===== config.mk =====
export PLATFORM = sky130hd
export DESIGN_NAME = flit_sink_monitor
export DESIGN_NICKNAME = d
export VERILOG_FILES = /design/src/rtl/flit_sink_monitor.sv
export SDC_FILE = /design/constraint.sdc
export NUM_CORES = 1
export LEC_CHECK = 0
export ABC_AREA = 1
export CAP_MARGIN = 5
export CORE_ASPECT_RATIO = 1.5
export CORE_UTILIZATION = 55
export CTS_CLUSTER_DIAMETER = 200
export DETAILED_ROUTE_END_ITERATION = 8
export GPL_TIMING_DRIVEN = 0
export PLACE_DENSITY = 0.89
export SYNTH_ARGS = -nofsm -noshare
export SYNTH_HDL_FRONTEND = slang
export SYNTH_SLANG_ARGS = --single-unit

===== constraint.sdc =====
create_clock -name clk -period 8.63 [get_ports clk]
set_clock_uncertainty 0.2 [all_clocks]
set_input_delay 0.863 -clock clk [delete_from_list [all_inputs] [get_ports clk]]
set_output_delay 0.863 -clock clk [all_outputs]
set_load 0.01 [all_outputs]

===== src/rtl/flit_sink_monitor.sv =====
// Receive-side packet monitor: frames flits by in_valid runs, counts flits and
// data-bus bit toggles per packet, and offers one report per packet downstream.
module flit_sink_monitor #(
    parameter int N       = 12,
    parameter int PAYLOAD = 20,
    parameter int CNT_W   = 16
) (
    input  logic             clk,
    input  logic             rst,
    input  logic             in_valid,
    input  logic [N-1:0]     in_data,
    output logic             rpt_valid,
    input  logic             rpt_ready,
    output logic [CNT_W-1:0] rpt_flits,
    output logic [CNT_W-1:0] rpt_toggles,
    output logic             rpt_len_err,
    output logic [CNT_W-1:0] pkt_count,
    output logic             overrun
);

    localparam int PC_W = $clog2(N + 1);
    localparam int SW   = ((CNT_W > PC_W) ? CNT_W : PC_W) + 1;
    localparam logic [CNT_W-1:0] CNT_MAX = '1;

    typedef enum logic {IDLE, RECV} state_t;

    state_t           state_q, state_d;
    logic [CNT_W-1:0] flit_acc_q, flit_acc_d;
    logic [CNT_W-1:0] tog_acc_q, tog_acc_d;
    logic [N-1:0]     prev_q, prev_d;
    logic             rpt_valid_q, rpt_valid_d;
    logic [CNT_W-1:0] rpt_flits_q, rpt_flits_d;
    logic [CNT_W-1:0] rpt_toggles_q, rpt_toggles_d;
    logic             rpt_len_err_q, rpt_len_err_d;
    logic [CNT_W-1:0] pkt_count_q, pkt_count_d;
    logic             overrun_q, overrun_d;

    logic             drain;
    logic [PC_W-1:0]  flit_toggles;

    function automatic logic [PC_W-1:0] popcount(input logic [N-1:0] x);
        logic [PC_W-1:0] r;
        r = '0;
        for (int i = 0; i < N; i++) begin
            r = r + PC_W'(x[i]);
        end
        return r;
    endfunction

    // Widened add so the overflow is visible before clamping to the counter max.
    function automatic logic [CNT_W-1:0] sat_add(input logic [CNT_W-1:0] a,
                                                 input logic [PC_W-1:0]  b);
        logic [SW-1:0] s;
        s = SW'(a) + SW'(b);
        if (s > SW'(CNT_MAX)) begin
            return CNT_MAX;
        end
        return s[CNT_W-1:0];
    endfunction

    always_comb begin
        state_d       = state_q;
        flit_acc_d    = flit_acc_q;
        tog_acc_d     = tog_acc_q;
        prev_d        = prev_q;
        rpt_valid_d   = rpt_valid_q;
        rpt_flits_d   = rpt_flits_q;
        rpt_toggles_d = rpt_toggles_q;
        rpt_len_err_d = rpt_len_err_q;
        pkt_count_d   = pkt_count_q;
        overrun_d     = overrun_q;

        drain        = rpt_valid_q & rpt_ready;
        flit_toggles = popcount(in_data ^ prev_q);

        if (in_valid) begin
            prev_d = in_data;
        end
        if (drain) begin
            rpt_valid_d = 1'b0;
        end

        case (state_q)
            IDLE: begin
                if (in_valid) begin
                    state_d    = RECV;
                    flit_acc_d = CNT_W'(1);
                    tog_acc_d  = sat_add('0, flit_toggles);
                end
            end
            RECV: begin
                if (in_valid) begin
                    flit_acc_d = sat_add(flit_acc_q, PC_W'(1));
                    tog_acc_d  = sat_add(tog_acc_q, flit_toggles);
                end else begin
                    state_d = IDLE;
                    if (pkt_count_q != CNT_MAX) begin
                        pkt_count_d = pkt_count_q + CNT_W'(1);
                    end
                    // A slot freed by this cycle's handshake may be refilled at once.
                    if (!rpt_valid_q || drain) begin
                        rpt_valid_d   = 1'b1;
                        rpt_flits_d   = flit_acc_q;
                        rpt_toggles_d = tog_acc_q;
                        rpt_len_err_d = (32'(flit_acc_q) != 32'(PAYLOAD));
                    end else begin
                        overrun_d = 1'b1;
                    end
                end
            end
            default: state_d = IDLE;
        endcase
    end

    always_ff @(posedge clk) begin
        if (rst) begin
            state_q       <= IDLE;
            flit_acc_q    <= '0;
            tog_acc_q     <= '0;
            prev_q        <= '0;
            rpt_valid_q   <= 1'b0;
            rpt_flits_q   <= '0;
            rpt_toggles_q <= '0;
            rpt_len_err_q <= 1'b0;
            pkt_count_q   <= '0;
            overrun_q     <= 1'b0;
        end else begin
            state_q       <= state_d;
            flit_acc_q    <= flit_acc_d;
            tog_acc_q     <= tog_acc_d;
            prev_q        <= prev_d;
            rpt_valid_q   <= rpt_valid_d;
            rpt_flits_q   <= rpt_flits_d;
            rpt_toggles_q <= rpt_toggles_d;
            rpt_len_err_q <= rpt_len_err_d;
            pkt_count_q   <= pkt_count_d;
            overrun_q     <= overrun_d;
        end
    end

    assign rpt_valid   = rpt_valid_q;
    assign rpt_flits   = rpt_flits_q;
    assign rpt_toggles = rpt_toggles_q;
    assign rpt_len_err = rpt_len_err_q;
    assign pkt_count   = pkt_count_q;
    assign overrun     = overrun_q;

endmodule


# --- Word level (Yosys, flattened, before mapping) ---
# Cells that the tools add are included.
op_classes:
  n_eq_ne: 4
  n_mux: 26
  addsub: 14
  n_reduce_logical: 6
  bitwise: 5
  n_lt_le_gt_ge: 3
ops:
  columns: ["operator", "count"]
  rows:
  - ["two-way mux 16 bit", 10]
  - ["one-hot mux 16 bit (2 select lines)", 2]
  - ["> comparator 17 x 16 -> 1 bit (second input constant)", 2]
  - ["adder 4 x 1 -> 4 bit", 8]
  - ["adder 16 x 1 -> 17 bit (second input constant)", 1]
  - ["adder 16 x 4 -> 17 bit", 1]
  - ["adder 16 x 1 -> 16 bit (second input constant)", 1]
  - ["> comparator 4 x 16 -> 1 bit (second input constant)", 1]
  - ["inequality test 16 bit (second input constant)", 1]
  - ["inequality test 16 x 5 -> 1 bit (second input constant)", 1]
  - ["two-way mux 1 bit", 14]
  - ["XOR 12 bit", 1]
  - ["AND reduction 3 bit", 3]
  - ["adder 3 x 1 -> 4 bit", 1]
  - ["inequality test 2 bit (second input constant)", 2]
  - ["adder 2 x 1 -> 3 bit", 1]
  - ["NOT 1 bit", 3]
  - ["adder 1 x 1 -> 2 bit", 1]
  - ["AND reduction 2 bit", 1]
  - ["AND 1 bit", 1]
  - ["logical NOT 1 bit", 1]
  - ["logical OR 1 bit", 1]
word_totals:
  reg_bits: 96
  elab_cells: 68
  out_inout_bits: 51

# --- Longest topological paths before layout ---
# Gate-level depths: netlist (run 1).
logic_depth:
  depth_word: 20
  depth_mapped: 25
  mapped_depth_nobuf: 24

# --- Worst setup path before layout (run 1) ---
# No wires, ideal clock.
synth_timing:
  path_kind: "input port to flip-flop"
  from: "input port in_data[0]"
  to: "register tog_acc_q[2]"
  arrival_time_ns: 5.486
  path_buffers: 1
  required_time_ns: 8.359
  path_slack_ns: 2.873
  path_stages: 22
  path_cell_list: "xnor2_1 -> fa_1 -> inv_1 -> fa_1 -> inv_1 -> fa_1 -> fa_1 -> inv_1 -> ha_1 -> inv_1 -> fa_1 -> fa_1 -> o21ai_2 -> nand2_1 -> nor2_1 -> nand2_1 -> nor2_1 -> nand2_1 -> buf_6 -> nand3_1 -> nand3_1 -> a21oi_1"
synth_via:
  elab_chain_cells: 20
  elab_cells_between_ends: 26
  cone_classes: "12 x add/sub; 2 x order compare; 11 x mux; 1 x bitwise"
synth_rtl:
  columns: ["element", "line_no", "rtl"]
  rows:
  - ["from (decl)", "11", "input logic [N-1:0] in_data,"]
  - ["XOR 12 bit *", "74", "flit_toggles = popcount(in_data ^ prev_q);"]
  - ["adder 1 x 1 -> 2 bit *", "45", "r = r + PC_W'(x[i]);"]
  - ["adder 2 x 1 -> 3 bit *", "45", null]
  - ["adder 3 x 1 -> 4 bit *", "45", null]
  - ["adder 4 x 1 -> 4 bit * (8 in a row)", "45", null]
  - ["adder 16 x 4 -> 17 bit", "54", "s = SW'(a) + SW'(b);"]
  - ["> comparator 17 x 16 -> 1 bit", "55", "if (s > SW'(CNT_MAX)) begin"]
  - ["two-way mux 1 bit", "55", null]
  - ["two-way mux 1 bit", "92", "if (in_valid) begin"]
  - ["two-way mux 1 bit", "83", "case (state_q)"]
  - ["two-way mux 16 bit", "58", "return s[CNT_W-1:0];"]
  - ["two-way mux 16 bit", "92", null]
  - ["one-hot mux 16 bit (2 select lines) *", "83", null]
  - ["to (signal assigned)", "130", "tog_acc_q <= tog_acc_d;"]
  - ["to (decl)", "29", "logic [CNT_W-1:0] tog_acc_q, tog_acc_d;"]
# Mark *: on every way between the ends. The rest lies on a longest branch, timed or not. The select of a mux whose other input is x is not followed.
# A chain may end at the register's enable or synchronous reset.

# --- Worst setup path after layout (run 1) ---
layout_timing:
  from: "input port in_data[1]"
  to: "register tog_acc_q[7]"
# Same word-level chain as after synthesis.

==> impl_metrics.tcl, run 1 <==
set metrics [dict create \
    fill_cells 782 \
    cp_max_fo 10 \
    crit_cells 23 \
    critPathLaunch "in_data[1]" \
    relSlewSlack_pct 53.8 \
    syn_area_per_cell_um2 7.01 \
    power_leakage_nw 2.53 \
    netlist.area_leader.share_pct 37.7 \
    overflow 0 \
    wl_per_cell_um 15.8 \
    arrival_ns 6.53 \
    rr_startpoint "prev_q[1]" \
    critPathCaptureType "register" \
    synth_nets 763 \
    synth_cell_type_count 32 \
    yosys.area.top_type "dfxtp_1" \
    port_buffers 66 \
    fp.dieH_um 120 \
    cts_buffers 9 \
    vias 5303 \
    min-delay-start "tog_acc_q[10]" \
    worstRegToRegCells 22 \
    ir_drop_v 0.000169 \
    grt_max_degree 15 \
    syn_to_final_growth_pct 21.3 \
    combPwrFrac_pct 31.4 \
    ant_nets 0 \
    hpwlAfterDp_um 10700 \
    multiInputGateArea_mm2 0.00273 \
    drt_first_pass_iters 7 \
    highest_layer "met4" \
    seq_area_mm2 0.00192 \
    finalHoldViolCount 0 \
    synth_area_leaders "dfxtp_1 (38%), nand2_1 (12%), a21oi_1 (7.2%)" \
    finalCriticalPeriod_ns 6.46 \
    die_area_mm2 0.00966 \
    ys_seq_elements 96 \
    syn_inst 727 \
    drc 0 \
    post_cts_resized 0 \
    layout_common_cells "nand2_1 (159), dfxtp_1 (96), nor2_1 (87), inv_1 (78), a21oi_1 (73)" \
    cpLargestDelayFamily "adder cells" \
    final_common_cell "nand2_1" \
    worst_pin_slew_ns 0.693 \
    cts-htree-levels 3 \
    seqPwrFrac_pct 37.2 \
    place_congestion 0.882 \
    cts_sinks 96 \
    met3WireLength_um 900 \
    cp_data_required_time_ns 8.71 \
    drtIter0Drc 423 \
    insertion_delay_ns 0.35 \
    antenna_found_initial 0 \
    intPower_mw 0.858 \
    finalSetupTns_ns 0 \
    cts_hold_buffers 0 \
    rows 42 \
    yosysWarnings 0 \
    grt_pass1_wl_um 22900 \
    hold_path_class "register to register" \
    cts_setup_buffers 0 \
    p_per_area_mw_per_mm2 208 \
    dr_wl_met2_um 7500 \
    switchingPower_mw 0.429 \
    synth_edf_count 0 \
    period_share_pct 74.8 \
    diodes 0 \
    clk_pin_slew_worst_paths_ns 0.06 \
    setup_viol 0 \
    worst_path_largest_cell_delay_ns 0.56 \
    outcome "complete, no violations" \
    fmax_ghz 0.155 \
    grtUsageTotal_pct 31.0 \
    async_flop_share_pct 0 \
    cts-root-buf "clkbuf_16" \
    hold_slack_ns 0.284 \
    drive_gt1_share_pct 5.94 \
    cts_tree "done" \
    io_pins 67 \
    syn_area_mm2 0.00510 \
    r2r_end "tog_acc_q[7]" \
    rsz0062_at_grt "false" \
    final_nets 840 \
    swShare_pct 33.3 \
    start_util_pct 57.0 \
    rrSetupSlack_ns 2.83 \
    path_common_cell "fa_1" \
    met1Wirelength_um 5540 \
    cp-endpoint "tog_acc_q[7]" \
    synthFlopType "dfxtp_1" \
    cap_violations 0 \
    critical_path_buf_inv_count 6 \
    cts_buffer_depth 2 \
    slew_violations 0 \
    coreArea_mm2 0.00893 \
    grt_pass1_vias 4952 \
    vias_per_cell 5.78 \
    synth_seq_area_share_pct 37.7 \
    finalWirelength_um 14500 \
    cp_slowest_cell "fa_1" \
    die_w_um 80.6 \
    critical_path.cell_chain "clkdlybuf4s50_1 > xnor2_1 > fa_1 > inv_1 > fa_1 > inv_1 > fa_1 > fa_1 > inv_1 > ha_1 > inv_1 > fa_1 > fa_1 > o21ai_2 > nand2_1 > nor2_1 > nand2_1 > nor2_1 > nand2_1 > buf_6 > nand2_1 > o21ai_0 > a21oi_1" \
    start_kind "input pin" \
    critical_path_class "input pin to register" \
    p_clk_share_pct 31.4 \
]
[sequential cells by signal (all words and copies together), names as in the netlist]
signal and count:
tog_acc_q 16, pkt_count 16, flit_acc_q 16, rpt_toggles 16
rpt_valid 1, state_q 1, prev_q 12, rpt_flits 16
rpt_len_err 1, overrun 1
[stage by stage]
step / cells / setup WS [ns] / utilization (%) / total power [mW] / area [um2]
finish: 918 / 2.17 / 69.2 / 1.29 / 6180
global route: 918 / 1.92 / 69.2 / 1.35 / 6180
CTS: 918 / 2.22 / 69.2 / 1.28 / 6180
detailed placement: 903 / 1.95 / 66.0 / 0.880 / 5890
global placement: 903 / 2.02 / 66.0 / 0.853 / 5890
floorplan: 727 / 2.87 / - / 0.771 / 5100
[power by group through the flow]
stage / registers, mW / clock network (mW) / logic (mW)
3_5_place_dp: 0.488 / 0 / 0.392
3_3_place_gp: 0.487 / 0 / 0.366
5_1_grt: 0.480 / 0.420 / 0.452
6_report: 0.479 / 0.404 / 0.405
2_1_floorplan: 0.489 / 0 / 0.282
4_1_cts: 0.478 / 0.402 / 0.401
[layer usage]
layer / track usage, % / vias up
met3: 5.86 / 50
met4: 15.0 / 0
li1: - / 2517
met1: 35.4 / 2475
met2: 54.3 / 261
met5: 0 / -
[cells by family (layout without fill, tap and decap cells)]
kind of cell,after synthesis,after routing,share of synthesized area (%)
adders and majority gates,20,20,6.09
and+or+nand+nor,330,330,28.4
DFF,96,96,37.7
buffers and inverters,108,189,8.64
xor gates and xnor gates,20,20,3.44
AOI/OAI and AO/OA,153,153,15.7
[worst reg2reg max path, stage by stage (launching register included)]
cell and delay (ns):
dfxtp_1 0.33, xnor2_1 0.17, fa_1 0.54, inv_1 0.06, fa_1 0.52, inv_1 0.06, fa_1 0.51, fa_1 0.56
inv_1 0.06, ha_1 0.20, inv_1 0.08, fa_1 0.48, fa_1 0.47, o21ai_2 0.20, nand2_1 0.10, nor2_1 0.21
nand2_1 0.15, nor2_1 0.16, nand2_1 0.20, buf_6 0.21, nand2_1 0.06, o21ai_0 0.07, a21oi_1 0.15
[layout make-up]
cell class                      count  area share (%)
Sequential cell                    96            31.1
Timing Repair Buffer               66            10.7
Clock inverter                      4           0.729
Multi-Input combinational cell    523            44.2
Buffer                             28            2.27
Clock buffer                       11            3.93
Inverter                           80            4.86
Tap cell                          110            2.23
[cell usage after synthesis (all sizes together), types with 12 or more instances]
cell and number:
nand2 164, dfxtp 96, nor2 95, inv 79
a21oi 76, o21ai 69, nand3 43, clkbuf 19
nand4 15, ha 12
[how the worst min path moves through the flow]
stage                     to  depth (start not counted)  slack, ns
2_1_floorplan  tog_acc_q[10]                          2       0.26
3_3_place_gp    pkt_count[4]                          2       0.26
3_5_place_dp   tog_acc_q[10]                          2       0.27
4_1_cts        tog_acc_q[10]                          2       0.28
5_1_grt        tog_acc_q[10]                          2       0.31
6_report       tog_acc_q[10]                          2       0.28
(Power assumes the default switching activity.)
==> run 2, diff against run 1 <==
==> constraint.sdc (replaced) <==
create_clock -name clk -period 6.65 [get_ports clk]
set_clock_uncertainty 0.2 [all_clocks]
set_input_delay 0.665 -clock clk [delete_from_list [all_inputs] [get_ports clk]]
set_output_delay 0.665 -clock clk [all_outputs]
set_load 0.01 [all_outputs]
==> results of run 2 <==
Same layout as run 1 (identical final DEF). Status: complete, no violations.
Main changes from that run: setup slack after placement 1.95 ns -> 0.164 ns; setup slack after layout 2.17 ns -> 0.392 ns; register-to-register setup slack 2.83 ns -> 0.85 ns; total power 1.29 mW -> 1.67 mW; worst IR drop on VDD 0.000169 V -> 0.000219 V
==> run 3, diff against run 2 <==
--- a/config.mk
+++ b/config.mk
@@ -8,6 +8,7 @@
 export ABC_AREA = 1
 export CAP_MARGIN = 5
 export CORE_ASPECT_RATIO = 1.5
+export CORE_MARGIN = 2
 export CORE_UTILIZATION = 55
 export CTS_CLUSTER_DIAMETER = 200
 export DETAILED_ROUTE_END_ITERATION = 8
==> run 3 against run 2 <==
Effect of this change: worst setup slack improved by 0.0089 ns; largest power group unchanged; critical path depth unchanged; clock power increased by 4%; global-route usage down 0.89 points; count of clock-buffer cells in the layout increased by 1; first-iteration DRC count fell by 6.9%; sequential cell count unchanged; sequential share of layout area is 0.12 points lower; combinational power increased by 1%; core utilization decreased by 1.3 points.
==> impl_metrics.tcl, run 3 (synthesis results as in run 1) <==
set metrics [dict create \
    syn_to_final_growth_pct 21.8 \
    grt_pass1_wl_um 23300 \
    cts_hold_buffers 0 \
    design_area_mm2 0.00621 \
    hold_path_class "register to register" \
    cts_sinks 96 \
    fp.dieH_um 122 \
    arrival_ns 6.32 \
    pre_cts_ws_ns 0.149 \
    start_kind "input pin" \
    cts-root-buf "clkbuf_16" \
    setup_viol 0 \
    start_util_pct 55.7 \
    wl_per_cell_um 15.9 \
    grt_max_degree 16 \
    final_common_cell "nand2_1" \
    rsz0062_at_grt "false" \
    p_per_area_mw_per_mm2 273 \
    insertion_delay_ns 0.35 \
    power_leakage_nw 2.52 \
    final_nets 840 \
    place_congestion 0.928 \
    rrSetupSlack_ns 0.86 \
    multiInputGateArea_mm2 0.00273 \
    fill_cells 766 \
    worst_pin_slew_ns 0.658 \
    cp_max_fo 10 \
    cts_setup_buffers 0 \
    vias_per_cell 5.69 \
    cts-htree-levels 3 \
    finalSetupTns_ns 0 \
    drive_gt1_share_pct 6.06 \
    die_w_um 82.6 \
    period_share_pct 94.0 \
    stdcell_count 921 \
    cts_buffers 9 \
    coreArea_mm2 0.00915 \
    drtIter0Drc 394 \
    drt_first_pass_iters 6 \
    finalHoldViolCount 0 \
    layout_common_cells "nand2_1 (159), dfxtp_1 (96), nor2_1 (87), inv_1 (78), a21oi_1 (73)" \
    hpwlAfterDp_um 10800 \
    grt_pass1_vias 5018 \
    die_area_mm2 0.0101 \
    finalCriticalPeriod_ns 6.25 \
    critical_path_class "input pin to register" \
    port_buffers 66 \
    ant_nets 0 \
    diodes 0 \
    seq_area_mm2 0.00192 \
    place_area_mm2 0.00590 \
    rows 43 \
    outcome "complete, no violations" \
    fmax_ghz 0.160 \
    dpl.cell_count 905 \
    ir_drop_v 0.000242 \
    clk_pin_slew_worst_paths_ns 0.07 \
    slew_violations 0 \
    antenna_found_initial 0 \
    drc 0 \
    finalWirelength_um 14600 \
    cts_buffer_depth 2 \
    overflow 0 \
    vias 5236 \
    cts_tree "done" \
    critPathCaptureType "register" \
    cp_data_required_time_ns 6.72 \
    grtUsageTotal_pct 30.2 \
    io_pins 67 \
    post_cts_resized 0 \
    cap_violations 0 \
    relSlewSlack_pct 56.1 \
    setup_slack_ns 0.401 \
]
run 3: cell types whose count changed in the layout (fill, tap and decap cells not counted):
cell	previous run	this run
clkinv_2	3	0
clkinvlp_4	0	3
clkbuf_8	1	2
run 3: cell type report:
cell class | instances | area share [%]
timing repair buffer | 66 | 10.6
tap | 112 | 2.26
buffer | 28 | 2.26
clock inverter | 4 | 0.847
inverter | 80 | 4.84
sequential | 96 | 31.0
clock buffer | 12 | 4.13
multi-input combinational | 523 | 44.1
run 3: layer usage:
| layer | wire length (um) | GRT usage [%] | up-vias | part of all wire (%) |
|---|---|---|---|---|
| met1 | 5600 | 33.6 | 2437 | 38 |
| li1 | - | - | 2518 | - |
| met4 | 548 | 15.4 | 0 | 3.7 |
| met2 | 7640 | 52.7 | 226 | 52 |
| met3 | 832 | 6.37 | 55 | 5.7 |
| met5 | 0 | 0 | - | 0 |
run 3: critical path, stage by stage:
cell,delay (ns)
clkdlybuf4s50_1,0.45
xnor2_1,0.18
fa_1,0.55
inv_1,0.06
fa_1,0.54
inv_1,0.06
fa_1,0.51
fa_1,0.54
inv_1,0.04
ha_1,0.18
inv_1,0.09
fa_1,0.48
fa_1,0.47
o21ai_2,0.23
nand2_1,0.09
nor2_1,0.21
nand2_1,0.13
nor2_1,0.15
nand2_1,0.18
buf_6,0.20
nand2_1,0.06
nand2_1,0.06
a21oi_1,0.18
run 3: final timing paths:
kind,startpoint,endpoint,depth (start not counted)
min reg2reg,pkt_count[4],pkt_count[4],2
min,pkt_count[4],pkt_count[4],2
max reg2reg,prev_q[0],tog_acc_q[4],22
max,in_data[0],tog_acc_q[4],23
run 3: stage by stage:
step,utilization [%],total power [mW],hold WS [ns]
floorplan,-,1.00,0.258
global placement,64.5,1.10,0.256
detailed placement,64.5,1.15,0.263
CTS,67.9,1.70,0.276
global route,67.9,1.78,0.309
finish,67.9,1.69,0.273
run 3: where the power goes:
part / leakage, nW / switching (mW) / internal [mW]
clock: 0.141 / 0.230 / 0.312
sequential: 0.782 / 0.0198 / 0.602
combinational: 1.60 / 0.316 / 0.214
total: 2.52 / 0.566 / 1.13
==> RTL change 1: new RTL, flow settings as in run 2 <==
The parameter `N` goes from 12 to 13.
--- a/src/rtl/flit_sink_monitor.sv
+++ b/src/rtl/flit_sink_monitor.sv
@@ -2,5 +2,5 @@
 // data-bus bit toggles per packet, and offers one report per packet downstream.
 module flit_sink_monitor #(
-    parameter int N       = 12,
+    parameter int N       = 13,
     parameter int PAYLOAD = 20,
     parameter int CNT_W   = 16
Ports: changed (resized in_data); port bits go from 67 to 68. No check against the original RTL was run, so the function may have changed too.
==> RTL change 1 against run 2 <==
Total power increased by 2.1%. Synthesized area increased by 1.4%. Final area increased by 1.7%. Highest routed layer unchanged. Sequential power increased by 2%. Sequential cell count increased by 1. Critical path type unchanged. Setup slack got worse by 0.072 ns. Largest cell class unchanged. Combinational power increased by 4.6%. Routed wire length decreased by 3.6%.
==> RTL change 1: results (changes against run 2) <==
- The path with the worst hold slack has its endpoint at tog_acc_q[15].
- The highest ir drop seen on vdd is 0.229 mV (+4.3%).
- The wire length per cell after detailed routing came to 15.2 µm (-3.8%).
- In this run the most critical hold path is launched from tog_acc_q[15].
- The setup slack after layout was 0.319 ns (-0.0724 ns).
- The worst-case headroom to the max-slew limit is 0.488 (-0.0499).
- The static leakage power came to 2.50 nW (-1.0%).
- The flow ran to the end, and the final reports show no timing, DRC or antenna violations.
- The distinct cell type count of the synthesized netlist came to 33 (+3.1%).
- The met2 routing resource usage after global routing is 0.514 (-0.0292).
- The number of iterations in the first detailed-routing pass is 5 (-2).
- The initial detailed-routing violation count is 422 (-0.24%).
- The number of buffers created by CTS is 9 (unchanged).
- The number of nets in the layout came to 841 (+0.12%).
- By area the synthesized netlist is led by dfxtp_1 38%, nand2_1 11%, nor2_1 6.8%, a21oi_1 6.2%, inv_1 5.6%.
- The share of the synthesized netlist area taken by xor and xnor gates is 0.0441 (+0.00970).
- The global-route track usage on met3 is 0.0475 (-0.0110).
- The wire length on met3 is 723 µm (-20%).
- The worst register-to-register path ends at tog_acc_q[13].
- The complex-gate fraction of the synthesized area is 0.149 (-0.00798).
- The hold-critical path depth is 2 (unchanged).
- The met2 wirelength from detailed routing came to 7160 µm (-4.5%).
- The sequential fraction of the synthesis area is 0.376 (-0.00133).
- The fraction of layout cells with a size suffix above 1 is 0.0817 (+0.0223).
- The reg-to-reg startpoint is prev_q[0].
- The average size of a mapped cell is 7.11 µm² (+1.4%).
- The final hold slack was 0.293 ns (+0.00845 ns).
- The routed metal-1 wire length is 5300 µm (-4.4%).
- The met1 track demand over resource in global routing was 0.324 (-0.0297).
- The commonest cells after synthesis are 150 x nand2_1, 97 x dfxtp_1, 93 x nor2_1, 77 x inv_1, 64 x a21oi_1.
- The critical path starts at in_data[0].
- The sequential cell area is 1940 µm² (+1.0%).
- The number of placed instances with taps included is 905 (+0.22%).
- The logic depth of the worst register-to-register path came to 21 (-4.5%).
- The capturing instance or port of the critical path is tog_acc_q[13].
- The count of filler cells inserted in the layout is 746 (-4.6%).
- The last weighted congestion value of the routability-driven placer is 0.948 (+7.5%).
- The total routing usage reported by global routing is 0.298 (-0.0123).
- The via count of the first global-routing pass is 5,066 (+2.3%).
- The post-place setup slack is -0.0913 ns (-0.255 ns).
- The post-synth net total is 764 (+0.13%).
- The post-synthesis adder-cell area fraction is 0.0615 (+0.000612).
- The first-pass GRT wire length is 22,500 µm (-1.9%).
- The placement-stage cell area is 5970 µm² (+1.3%).
- The total via count after detailed routing came to 5,183 (-2.3%).
==> RTL change 1: changes by cell type after synthesis, sizes merged, moves of 3 or more <==
| cell | run 2 | this run |
|---|---|---|
| a21oi | 76 | 73 |
| nand4 | 15 | 11 |
| nor2 | 95 | 101 |
| o21ai | 69 | 59 |
| xor2 | 10 | 14 |
==> RTL change 1: repair_timing <==
action / in CTS / in global routing
resized for setup: 0 / 5
endpoints found under the setup margin: 0 / 9
buffers inserted: 0 / 0
hold buffers: 0 / 0
==> RTL change 1: cell type report <==
type	instances	area share
multi-input combinational	522	0.448
sequential	97	0.309
timing repair buffer	66	0.105
inverter	79	0.0472
clock buffer	12	0.0408
tap	112	0.0223
buffer	29	0.0219
clock inverter	3	0.00637
==> RTL change 1: power breakdown <==
group          switching, mW  total, mW  internal [mW]
clock                  0.217      0.526          0.309
sequential            0.0224      0.631          0.609
combinational          0.306      0.549          0.244
total                  0.545       1.71           1.16
==> RTL change 2: new RTL, settings of run 2 <==
Made on the original files. `flit_acc_q` and `rpt_flits_q` no longer have a reset.
--- a/src/rtl/flit_sink_monitor.sv
+++ b/src/rtl/flit_sink_monitor.sv
@@ -116,9 +116,7 @@
         if (rst) begin
             state_q       <= IDLE;
-            flit_acc_q    <= '0;
             tog_acc_q     <= '0;
             prev_q        <= '0;
             rpt_valid_q   <= 1'b0;
-            rpt_flits_q   <= '0;
             rpt_toggles_q <= '0;
             rpt_len_err_q <= 1'b0;
@@ -127,9 +125,7 @@
         end else begin
             state_q       <= state_d;
-            flit_acc_q    <= flit_acc_d;
             tog_acc_q     <= tog_acc_d;
             prev_q        <= prev_d;
             rpt_valid_q   <= rpt_valid_d;
-            rpt_flits_q   <= rpt_flits_d;
             rpt_toggles_q <= rpt_toggles_d;
             rpt_len_err_q <= rpt_len_err_d;
@@ -137,4 +133,9 @@
             overrun_q     <= overrun_d;
         end
+    end
+
+    always_ff @(posedge clk) begin
+        flit_acc_q  <= flit_acc_d;
+        rpt_flits_q <= rpt_flits_d;
     end
 
Function: differs if rst is asserted again (counterexample within 4 cycles, from zero or initial values and one cycle with rst high); with rst held inactive, the same outputs for 4 cycles.
==> RTL change 2 against run 2 <==
Via count down 13%. Sequential cell count unchanged. Routed wire length down 16%. First-iteration DRC count down 34%. Largest power group unchanged. Sequential power up 6.4%. Clock power down 7.3%. Total power up 0.80%. Final area down 1.2%. Setup slack better by 0.038 ns. Synthesized area down 1.3%.
==> RTL change 2: results (changes against run 2) <==
- The run finished with clean final reports.
- The number of iterations in the first detailed-routing pass came to 5 (-2).
- The diode insertion count for antenna repair is 0 (unchanged).
- The startpoint of the most critical hold path is flit_acc_q[15].
- The number of buffers inserted by port buffering is 65 (-1.5%).
- The number of nets in the layout is 763 (-9.2%).
- The initial antenna violation count is 0 (unchanged).
- The static leakage power is 2.55 nW (+1.0%).
- The met2 routing resource usage after global routing was 0.515 (-0.0279).
- The worst-case headroom to the max-slew limit is 0.401 (-0.137).
- The total via count after detailed routing is 4,603 (-13%).
- Among cell families on the critical path, the largest total delay comes from adder cells.
- The Yosys warning count was 0 (unchanged).
- The sequential fraction of the synthesis area is 0.446 (+0.0684).
- The latest clock arrival within the worst-skew pair is roughly 0.34 ns.
- The first-pass GRT wire length was 20,100 µm (-12%).
- The met1 track demand over resource in global routing was 0.269 (-0.0847).
- The post-synth net total is 686 (-10%).
- The maximum fanout along the worst path was 4 (-6).
- The initial detailed-routing violation count is 278 (-34%).
- After synthesis, the most frequently instantiated cells are 135 x nand2_1, 85 x inv_1, 85 x nor2_1, 64 x dfxtp_1, 43 x o21ai_0.
- The highest ir drop seen on vdd is 0.258 mV (+18%).
- The final hold slack is 0.250 ns (-0.0347 ns).
- The flip-flop cell with the highest count after synthesis is dfxtp_1.
- The placed wire-length estimate is 9350 µm (-13%).
- The share of async-settable or async-resettable flops after synthesis is 0 (unchanged).
- The logic depth of the worst register-to-register path was 21 (-4.5%).
- The fraction of layout cells with a size suffix above 1 is 0.0574 (-0.00203).
- The wire length per cell after detailed routing was 14.5 µm (-7.9%).
- The hold-critical path depth is 0 (-2).
- The tightest min-delay check is of the flip-flop to flip-flop type.
- In this run the critical register-to-register path is captured at tog_acc_q[2].
- The flop-to-flop setup slack is 0.88 ns (+0.03 ns).
- The last weighted congestion value of the routability-driven placer was 0.944 (+7.1%).
- The via count of the first global-routing pass is 4,525 (-8.6%).
- The number of flops mapped to enable cells by yosys is 32 (+32).
- The end point of the most critical hold path is rpt_flits[15].
- The cell type of the slowest stage on the worst timing path is fa_1.
- Sorting the synthesized cells by area gives the leading types as dfxtp_1 25%, edfxtp_1 19%, nand2_1 10%, inv_1 6.3%, nor2_1 6.3%.
- The reg-to-reg startpoint is prev_q[0].
- The placement-stage cell area is 5820 µm² (-1.3%).
- The number of buffers created by CTS is 9 (unchanged).
- The global-route track usage on met3 is 0.0521 (-0.00645).
- The total routing usage reported by global routing came to 0.274 (-0.0360).
- The distinct cell type count of the synthesized netlist is 34 (+6.3%).
- The pin count of the biggest net entering global routing came to 26 (+11).
- The data arrival time at the worst-slack endpoint is 6.29 ns (-0.04 ns).
- The number of resized instances in the post-cts repair step was 0 (unchanged).
- The number of post-CTS setup repair buffers is 0 (unchanged).
==> RTL change 2: worst max path at each step <==
stage | start | end | slack [ns] | depth (start not counted)
after detailed placement | in_data[0] | tog_acc_q[2] | 0.21 | 22
after global placement | in_data[0] | tog_acc_q[2] | 0.27 | 22
after CTS | in_data[0] | tog_acc_q[2] | 0.48 | 22
final | in_data[0] | tog_acc_q[2] | 0.43 | 22
after global routing | in_data[0] | tog_acc_q[2] | 0.19 | 25
after floorplan | in_data[0] | tog_acc_q[2] | 1.13 | 21
==> RTL change 2: routing by layer <==
layer | share of wire | vias to the layer above
li1 | - | 2249
met1 | 0.36 | 2132
met2 | 0.55 | 172
met3 | 0.043 | 50
met4 | 0.051 | 0
met5 | 0 | -
==> RTL change 2: logic make-up (layout without fill, tap and decap cells) <==
logic type	Yosys count	in the layout	synth area share
adders and majority gates	20	20	0.0617
DFF	96	96	0.446
AOI/OAI and AO/OA	92	92	0.0962
buffers and inverters	112	194	0.0863
xor gates and xnor gates	25	25	0.0435
and+or+nand+nor	305	305	0.267
==> RTL change 2: cell type report <==
| type | instances | area, µm² |
|---|---|---|
| Fill cell | 709 | 2720 |
| Multi-Input combinational cell | 442 | 2360 |
| Sequential cell | 96 | 2240 |
| Timing Repair Buffer | 66 | 666 |
| Inverter | 89 | 334 |
| Clock buffer | 15 | 268 |
| Tap cell | 110 | 138 |
| Buffer | 23 | 100 |
| Clock inverter | 1 | 5.00 |
==> RTL change 2: report_power, final <==
group	switching, mW	internal, mW	total (mW)
combinational	0.313	0.224	0.537
clock	0.212	0.274	0.486
sequential	0.0244	0.636	0.661
total	0.550	1.13	1.68
==> RTL change 2: stage by stage <==
stage / worst slack [ns] / cells / power (mW)
4_1_cts: 0.476 / 841 / 1.68
2_1_floorplan: 1.13 / 650 / 1.05
3_3_place_gp: 0.265 / 825 / 1.14
3_5_place_dp: 0.212 / 825 / 1.19
6_report: 0.430 / 842 / 1.68
5_1_grt: 0.190 / 842 / 1.79
